`src/rtl/pipe_ctrl_pkg.sv`:
```
// Shared types and defaults for the pipeline controller.
package pipe_ctrl_pkg;

    localparam int unsigned CNT_W_DEF = 32;

    typedef enum logic [1:0] {
        StRun    = 2'd0,
        StDstall = 2'd1,
        StIstall = 2'd2,
        StRedir  = 2'd3
    } state_e;

endpackage

```
`src/rtl/pipe_ctrl_sat_cnt.sv`:
```
// Saturating up-counter with synchronous clear; clear wins over increment.
module sat_cnt #(
    parameter int unsigned CNT_W = pipe_ctrl_pkg::CNT_W_DEF
) (
    input  logic             clk,
    input  logic             clr,
    input  logic             inc,
    output logic [CNT_W-1:0] count
);

    logic [CNT_W-1:0] count_q;

    always_ff @(posedge clk) begin
        if (clr) begin
            count_q <= '0;
        end else if (inc && (count_q != {CNT_W{1'b1}})) begin
            count_q <= count_q + CNT_W'(1);
        end
    end

    assign count = count_q;

endmodule

```
`src/rtl/pipe_ctrl.sv`:
```
// Pipeline stall/flush/redirect controller with saturating performance counters.
module pipe_ctrl
    import pipe_ctrl_pkg::*;
#(
    parameter int unsigned CNT_W = CNT_W_DEF
) (
    input  logic             clk,
    input  logic             rst,
    input  logic             i_haz_nop,
    input  logic             i_branch_taken_A,
    input  logic             i_imem_busy,
    input  logic             i_dmem_busy,
    input  logic             i_cnt_clr,
    output logic             o_en_F,
    output logic             o_en_D,
    output logic             o_en_A,
    output logic             o_en_M,
    output logic             o_flush_D,
    output logic             o_flush_A,
    output logic             o_bubble_W,
    output logic             o_redirect,
    output logic [1:0]       o_state,
    output logic [CNT_W-1:0] o_cnt_cycles,
    output logic [CNT_W-1:0] o_cnt_stall,
    output logic [CNT_W-1:0] o_cnt_flush
);

    state_e state_q, state_d;

    // Outputs are combinational so a stall takes effect the cycle it is raised.
    always_comb begin
        o_en_F     = 1'b1;
        o_en_D     = 1'b1;
        o_en_A     = 1'b1;
        o_en_M     = 1'b1;
        o_flush_D  = 1'b0;
        o_flush_A  = 1'b0;
        o_bubble_W = 1'b0;
        o_redirect = 1'b0;
        state_d    = StRun;

        if (rst) begin
            o_en_F     = 1'b0;
            o_en_D     = 1'b0;
            o_en_A     = 1'b0;
            o_en_M     = 1'b0;
            o_flush_D  = 1'b1;
            o_flush_A  = 1'b1;
            o_bubble_W = 1'b1;
        end else if (i_dmem_busy) begin
            o_en_F     = 1'b0;
            o_en_D     = 1'b0;
            o_en_A     = 1'b0;
            o_en_M     = 1'b0;
            o_bubble_W = 1'b1;
            state_d    = StDstall;
        end else if (i_branch_taken_A) begin
            o_flush_D  = 1'b1;
            o_flush_A  = 1'b1;
            o_redirect = 1'b1;
            state_d    = StRedir;
        end else if (state_q == StRedir) begin
            // Fetch issued during the redirect is wrong-path; hazards are moot.
            o_flush_D = 1'b1;
            if (i_imem_busy) begin
                o_en_F  = 1'b0;
                state_d = StIstall;
            end
        end else if (i_haz_nop) begin
            o_en_F    = 1'b0;
            o_en_D    = 1'b0;
            o_flush_A = 1'b1;
            state_d   = i_imem_busy ? StIstall : StRun;
        end else if (i_imem_busy) begin
            o_en_F    = 1'b0;
            o_flush_D = 1'b1;
            state_d   = StIstall;
        end
    end

    always_ff @(posedge clk) begin
        if (rst) begin
            state_q <= StRun;
        end else begin
            state_q <= state_d;
        end
    end

    assign o_state = state_q;

    logic cnt_clr;
    assign cnt_clr = rst | i_cnt_clr;

    sat_cnt #(.CNT_W(CNT_W)) u_cnt_cycles (
        .clk   (clk),
        .clr   (cnt_clr),
        .inc   (1'b1),
        .count (o_cnt_cycles)
    );

    sat_cnt #(.CNT_W(CNT_W)) u_cnt_stall (
        .clk   (clk),
        .clr   (cnt_clr),
        .inc   (~o_en_D),
        .count (o_cnt_stall)
    );

    sat_cnt #(.CNT_W(CNT_W)) u_cnt_flush (
        .clk   (clk),
        .clr   (cnt_clr),
        .inc   (o_redirect),
        .count (o_cnt_flush)
    );

endmodule

```
`config.mk`:
```
export PLATFORM = sky130hd
export DESIGN_NAME = pipe_ctrl
export DESIGN_NICKNAME = d
export VERILOG_FILES = /design/src/rtl/pipe_ctrl_pkg.sv /design/src/rtl/pipe_ctrl_sat_cnt.sv /design/src/rtl/pipe_ctrl.sv
export SDC_FILE = /design/constraint.sdc
export NUM_CORES = 1
export LEC_CHECK = 0
export CAP_MARGIN = 5
export CORE_MARGIN = 1
export CORE_UTILIZATION = 50
export CTS_CLUSTER_DIAMETER = 40
export DETAILED_ROUTE_END_ITERATION = 10
export DONT_BUFFER_PORTS = 1
export GPL_TIMING_DRIVEN = 0
export PLACE_DENSITY = 0.67
export SLEW_MARGIN = 20
export SYNTH_ARGS = -nofsm -noshare
export SYNTH_HDL_FRONTEND = slang
export SYNTH_SLANG_ARGS = --single-unit
```
`constraint.sdc`:
```
create_clock -name clk -period 6.1 [get_ports clk]
set_input_delay 0.915 -clock clk [delete_from_list [all_inputs] [get_ports clk]]
set_output_delay 0.915 -clock clk [all_outputs]
set_load 0.02 [all_outputs]
```
== Word level (Yosys, flattened, before mapping) ==
Index checks and enable logic that the tools add are counted.

* Reductions and logical operators: 3
* Bitwise gates (word level): 2
* $add $sub $neg: 3
* Equal/unequal tests: 4
* Multiplexer cells: 32

{| class="wikitable"
|+ Operators by type and width
! kind !! count
|-
| $add A32 B1 Y32 const B || 3
|-
| $ne A32 B32 Y1 const B || 3
|-
| $mux W1 || 30
|-
| $mux W2 || 2
|-
| $eq A2 B2 Y1 const B || 1
|-
| $logic_and A1 B1 Y1 || 2
|-
| $reduce_or A2 Y1 || 1
|-
| $not A1 Y1 || 1
|-
| $or A1 B1 Y1 || 1
|}

* Flip-flop bits (word level): 98
* Word-level logic and storage cells: 49
* Output and inout port bits: 106
* Bits of input ports: 7

== Longest topological paths before layout ==
* Depth after elaboration: 7
* Depth in mapped cells: 9
* Depth with buffers taken out: 6

== By module ==
A second synthesis with hierarchy kept.

* Cell total of the unflattened synthesis: 621
* Area total of the unflattened synthesis: 5196.2 um^2

{| class="wikitable"
|+ Modules (own cells, without submodules)
! module !! sequential area each (um^2) !! area an instance (um^2) !! cells an instance !! times used
|-
| sat_cnt || 640.6 || 1674.1 || 199 || 3
|-
| pipe_ctrl || 40.0 || 173.9 || 24 || 1
|}

== Worst setup path after synthesis ==
No wires, ideal clock.

* Path type: input-to-reg
* Start: input port i_dmem_busy
* End: register u_cnt_flush.count_q[27] (netlist: u_cnt_flush.count[27])
* Setup slack: 3.347 ns
* Arrival time: 2.683 ns
* Library setup time: 0.070 ns
* Stages: 6
* Path through: or3b_1 -> clkbuf_1 -> nor4_4 -> nand2_1 -> or4_1 -> a21oi_1

* Longest elaborated chain between the ends: 3

{| class="wikitable"
|+ Ends and longest elaborated chain
! what !! line !! source
|-
| start: declaration || pipe_ctrl.sv:12 || <nowiki>input logic i_dmem_busy,</nowiki>
|-
| $mux W1 || pipe_ctrl.sv:50 || <nowiki>end else if (i_dmem_busy) begin</nowiki>
|-
| $mux W1 || pipe_ctrl.sv:42 || <nowiki>if (rst) begin</nowiki>
|-
| $logic_and A1 B1 Y1 || pipe_ctrl_sat_cnt.sv:16 || <nowiki>end else if (inc && (count_q != {CNT_W{1'b1}})) begin</nowiki>
|-
| end signal: assignment || pipe_ctrl_sat_cnt.sv:17 || <nowiki>count_q <= count_q + CNT_W'(1);</nowiki>
|-
| end: declaration || pipe_ctrl_sat_cnt.sv:11 || <nowiki>logic [CNT_W-1:0] count_q;</nowiki>
|}

Every way passes these cells.
A chain may end at the register's enable or synchronous reset.

== Worst setup path after layout ==
* Start: register u_cnt_stall.count_q[18] (netlist: u_cnt_stall.count[18])
* End: register u_cnt_stall.count_q[23] (netlist: u_cnt_stall.count[23])

* Longest elaborated chain between the ends: 2

{| class="wikitable"
|+ Ends and longest elaborated chain
! what !! line
|-
| start: declaration || pipe_ctrl_sat_cnt.sv:11
|-
| start signal: assignment || pipe_ctrl_sat_cnt.sv:17
|-
| branches (longest 2 deep; another with $add A32 B1 Y32) || -
|}

Parallel ways; which one is timed is not known.

==> qor.csv <==
metric;value;unit
synth warn;0;
Critical Path Start Type;flip-flop;
average via count per standard cell;6.60;
post-route clock period utilization;48.6;%
PortBufs;0;
Final Setup Violations;0;
worst slew pin tran;0.851;ns
Max Cap Violations;0;
Design Area, Final;5460;um^2
Die Ht;103;um
Worst setup EP type;flip-flop;
Die Wd;103;um
Max-slew headroom;42.9;%
Placer Congestion;0.850;
initial antenna violation count;0;
number of global-route vias before repair;4811;
R2R Path End;u_cnt_stall.count[23];
R2R Path Start;u_cnt_stall.count[18];
clk buf depth;2;
Residual DRC;0;
hpwl dp;10300;um
P_leak;1.67;nW
top_reg_cell synth;dfxtp_1;
core area;9820;um^2
CTS tree;yes;
synth unique cells;44;
worst slack at placement;3.00;ns
Worst EP required;6.41;ns
ranking of synthesized cells by area;dfxtp_1, a21oi_1, or4_1, nand2_1, o31ai_1;
CTS Buf Count;9;
Setup crit end;u_cnt_stall.count[23];
crit path DAT;3.27;ns
CP startpoint;u_cnt_stall.count[18];
clock root buffer;clkbuf_8;
#FFs+latches synth;98;
H-tree Lvls;3;
Worst Hold Margin;0.601;ns
Net Switching;271;uW
FP Rows;36;
Synth Instances;632;
first-pass detailed-route iteration total;5;
syn avg cell area;8.03;um^2
clock sinks;98;
ANT cells;0;
final wirelength;14600;um
IR drop worst, VDD;0.0913;mV
Seq pwr share;55.6;%
minimum clock period;2.96;ns
post-place instance area;5240;um^2
clock skew after layout;0.0121;ns
worst r2r path cells;7;
Setup Fix Bufs, Post-CTS;0;
Via Count;5156;
antenna-violating nets left;0;
die area;10600;um^2
IO Pins;113;
flop-to-flop setup slack;3.14;ns
Critical Path Fanout Max;10;
Mapped Area;5070;um^2
# resized after CTS;0;
first-pass GRT wire length;23700;um
Final Max Tran Viols;0;
Area growth syn-to-layout;7.62;%
clock share of power;40.9;%
starting density of the core;51.7;%
Sum Neg Setup Slack;0;ns
Synth area leader;dfxtp_1;
cell internal pwr;894;uW
status;finished clean;
Hold Path Depth;2;
fin nets;653;
final worst setup slack;3.14;ns
Power Density;213;nW/um^2
FFs w/ async S/R, synth;0;%
register clock-pin slew on the reported worst setup and hold paths;0.10;ns
critical path type;flip-flop to flip-flop;
RSZ-0062 raised after global routing;false;
Hold-fix buffers, CTS;0;
layout cells sized above 1;4.94;%
DRT iter0 DRCs;214;
pin count of the biggest net entering global routing;16;
Overall Global Routing Usage;28.5;%
commonest cells after routing, fill and taps aside;dfxtp_1, nand2_1, a21oi_1;
routed len/inst;18.6;um
Post-Syn Nets;642;
worst hold path type;flip-flop to flip-flop;
fmax;337;MHz
worst skew pair latency;0.38;ns
switching part of the total;23.2;%
share of the synthesized area in the top cell type;38.7;%
EDFF count, synth;0;
final core utilization;55.6;%
Logic pwr share;3.5;%
most common cell after layout, fill and taps aside;dfxtp_1;
grt ovf;0;
register area share after synthesis;38.7;%
final hold violations;0;
-- through the flow --
step | power, mW | instances
2_1_floorplan | 0.690 | 632
3_3_place_gp | 0.702 | 765
3_5_place_dp | 0.703 | 765
4_1_cts | 1.17 | 781
5_1_grt | 1.20 | 781
6_report | 1.16 | 781
-- sequential cells by signal, indices dropped and copies added (netlist names) --
register	count
u_cnt_cycles.count	32
o_state	2
u_cnt_flush.count	32
u_cnt_stall.count	32
-- worst max-delay path: stages (launching register included) --
cell and delay (ns):
dfxtp_1 0.59, nand4_1 0.23, or4_1 0.64, nor2_1 0.25
clkbuf_1 0.39, clkbuf_1 0.47, o31ai_1 0.17, a21oi_1 0.15
-- layer usage --
layer | share of wire, % | track usage [%]
met1 | 42 | 34.9
met2 | 49 | 48.7
met3 | 7.4 | 6.78
met4 | 1.7 | 10.7
met5 | 0 | 0
-- synthesized netlist by cell type, types with 2 or more instances --
cell / number
nand4_1: 25
nor3_1: 10
nor4_1: 9
or3_1: 26
o211ai_1: 4
inv_1: 11
a31o_2: 8
and4_1: 17
clkbuf_1: 31
o41ai_1: 4
nand2_1: 65
a41o_1: 7
xnor2_1: 9
o31a_1: 2
nand4b_1: 2
a31oi_1: 16
mux2i_1: 8
or2_2: 5
dfxtp_1: 98
o2111ai_1: 2
xor2_1: 4
a211oi_1: 4
ha_1: 3
o31ai_1: 28
a21oi_1: 57
o21ai_0: 23
nor2_1: 52
and3_1: 10
nand3_1: 37
and2_1: 7
or4_1: 33
o311ai_0: 3
-- worst min-delay path by stage --
stage                      startpoint                      to  slack (ns)
2_1_floorplan  u_cnt_cycles.count[14]  u_cnt_cycles.count[14]        0.54
4_1_cts         u_cnt_flush.count[21]   u_cnt_flush.count[21]        0.60
3_3_place_gp    u_cnt_flush.count[21]   u_cnt_flush.count[21]        0.58
5_1_grt         u_cnt_flush.count[31]   u_cnt_flush.count[31]        0.64
3_5_place_dp    u_cnt_flush.count[21]   u_cnt_flush.count[21]        0.59
6_report        u_cnt_flush.count[21]   u_cnt_flush.count[21]        0.60
-- layout make-up --
| type | count | area [um^2] |
|---|---|---|
| fill | 985 | 4360 |
| tap | 133 | 166 |
| sequential | 98 | 1960 |
| clock inverter | 4 | 75.1 |
| multi-input combinational | 490 | 2940 |
| clock buffer | 12 | 145 |
| inverter | 11 | 41.3 |
| buffer | 33 | 129 |
-- power by group through the flow --
| stage | Clock [mW] | Combinational, mW | Sequential, mW |
|---|---|---|---|
| final | 0.476 | 0.0404 | 0.648 |
| after detailed placement | 0 | 0.0400 | 0.663 |
| after global routing | 0.510 | 0.0440 | 0.648 |
| after floorplan | 0 | 0.0285 | 0.661 |
| after global placement | 0 | 0.0393 | 0.663 |
| after CTS | 0.486 | 0.0402 | 0.648 |
-- logic make-up (layout without fill, tap and decap cells) --
kind of cell	Yosys count	after routing	share of synthesized area, %
muxes	8	8	1.58
adders and majority gates	3	3	0.740
xor gates and xnor gates	13	13	2.24
buffers and inverters	44	60	3.35
and+or+nand+nor	304	304	32.9
DFF	98	98	38.7
AOI/OAI and AO/OA	162	162	20.5
Note: power is estimated with default switching activity, not from simulation.
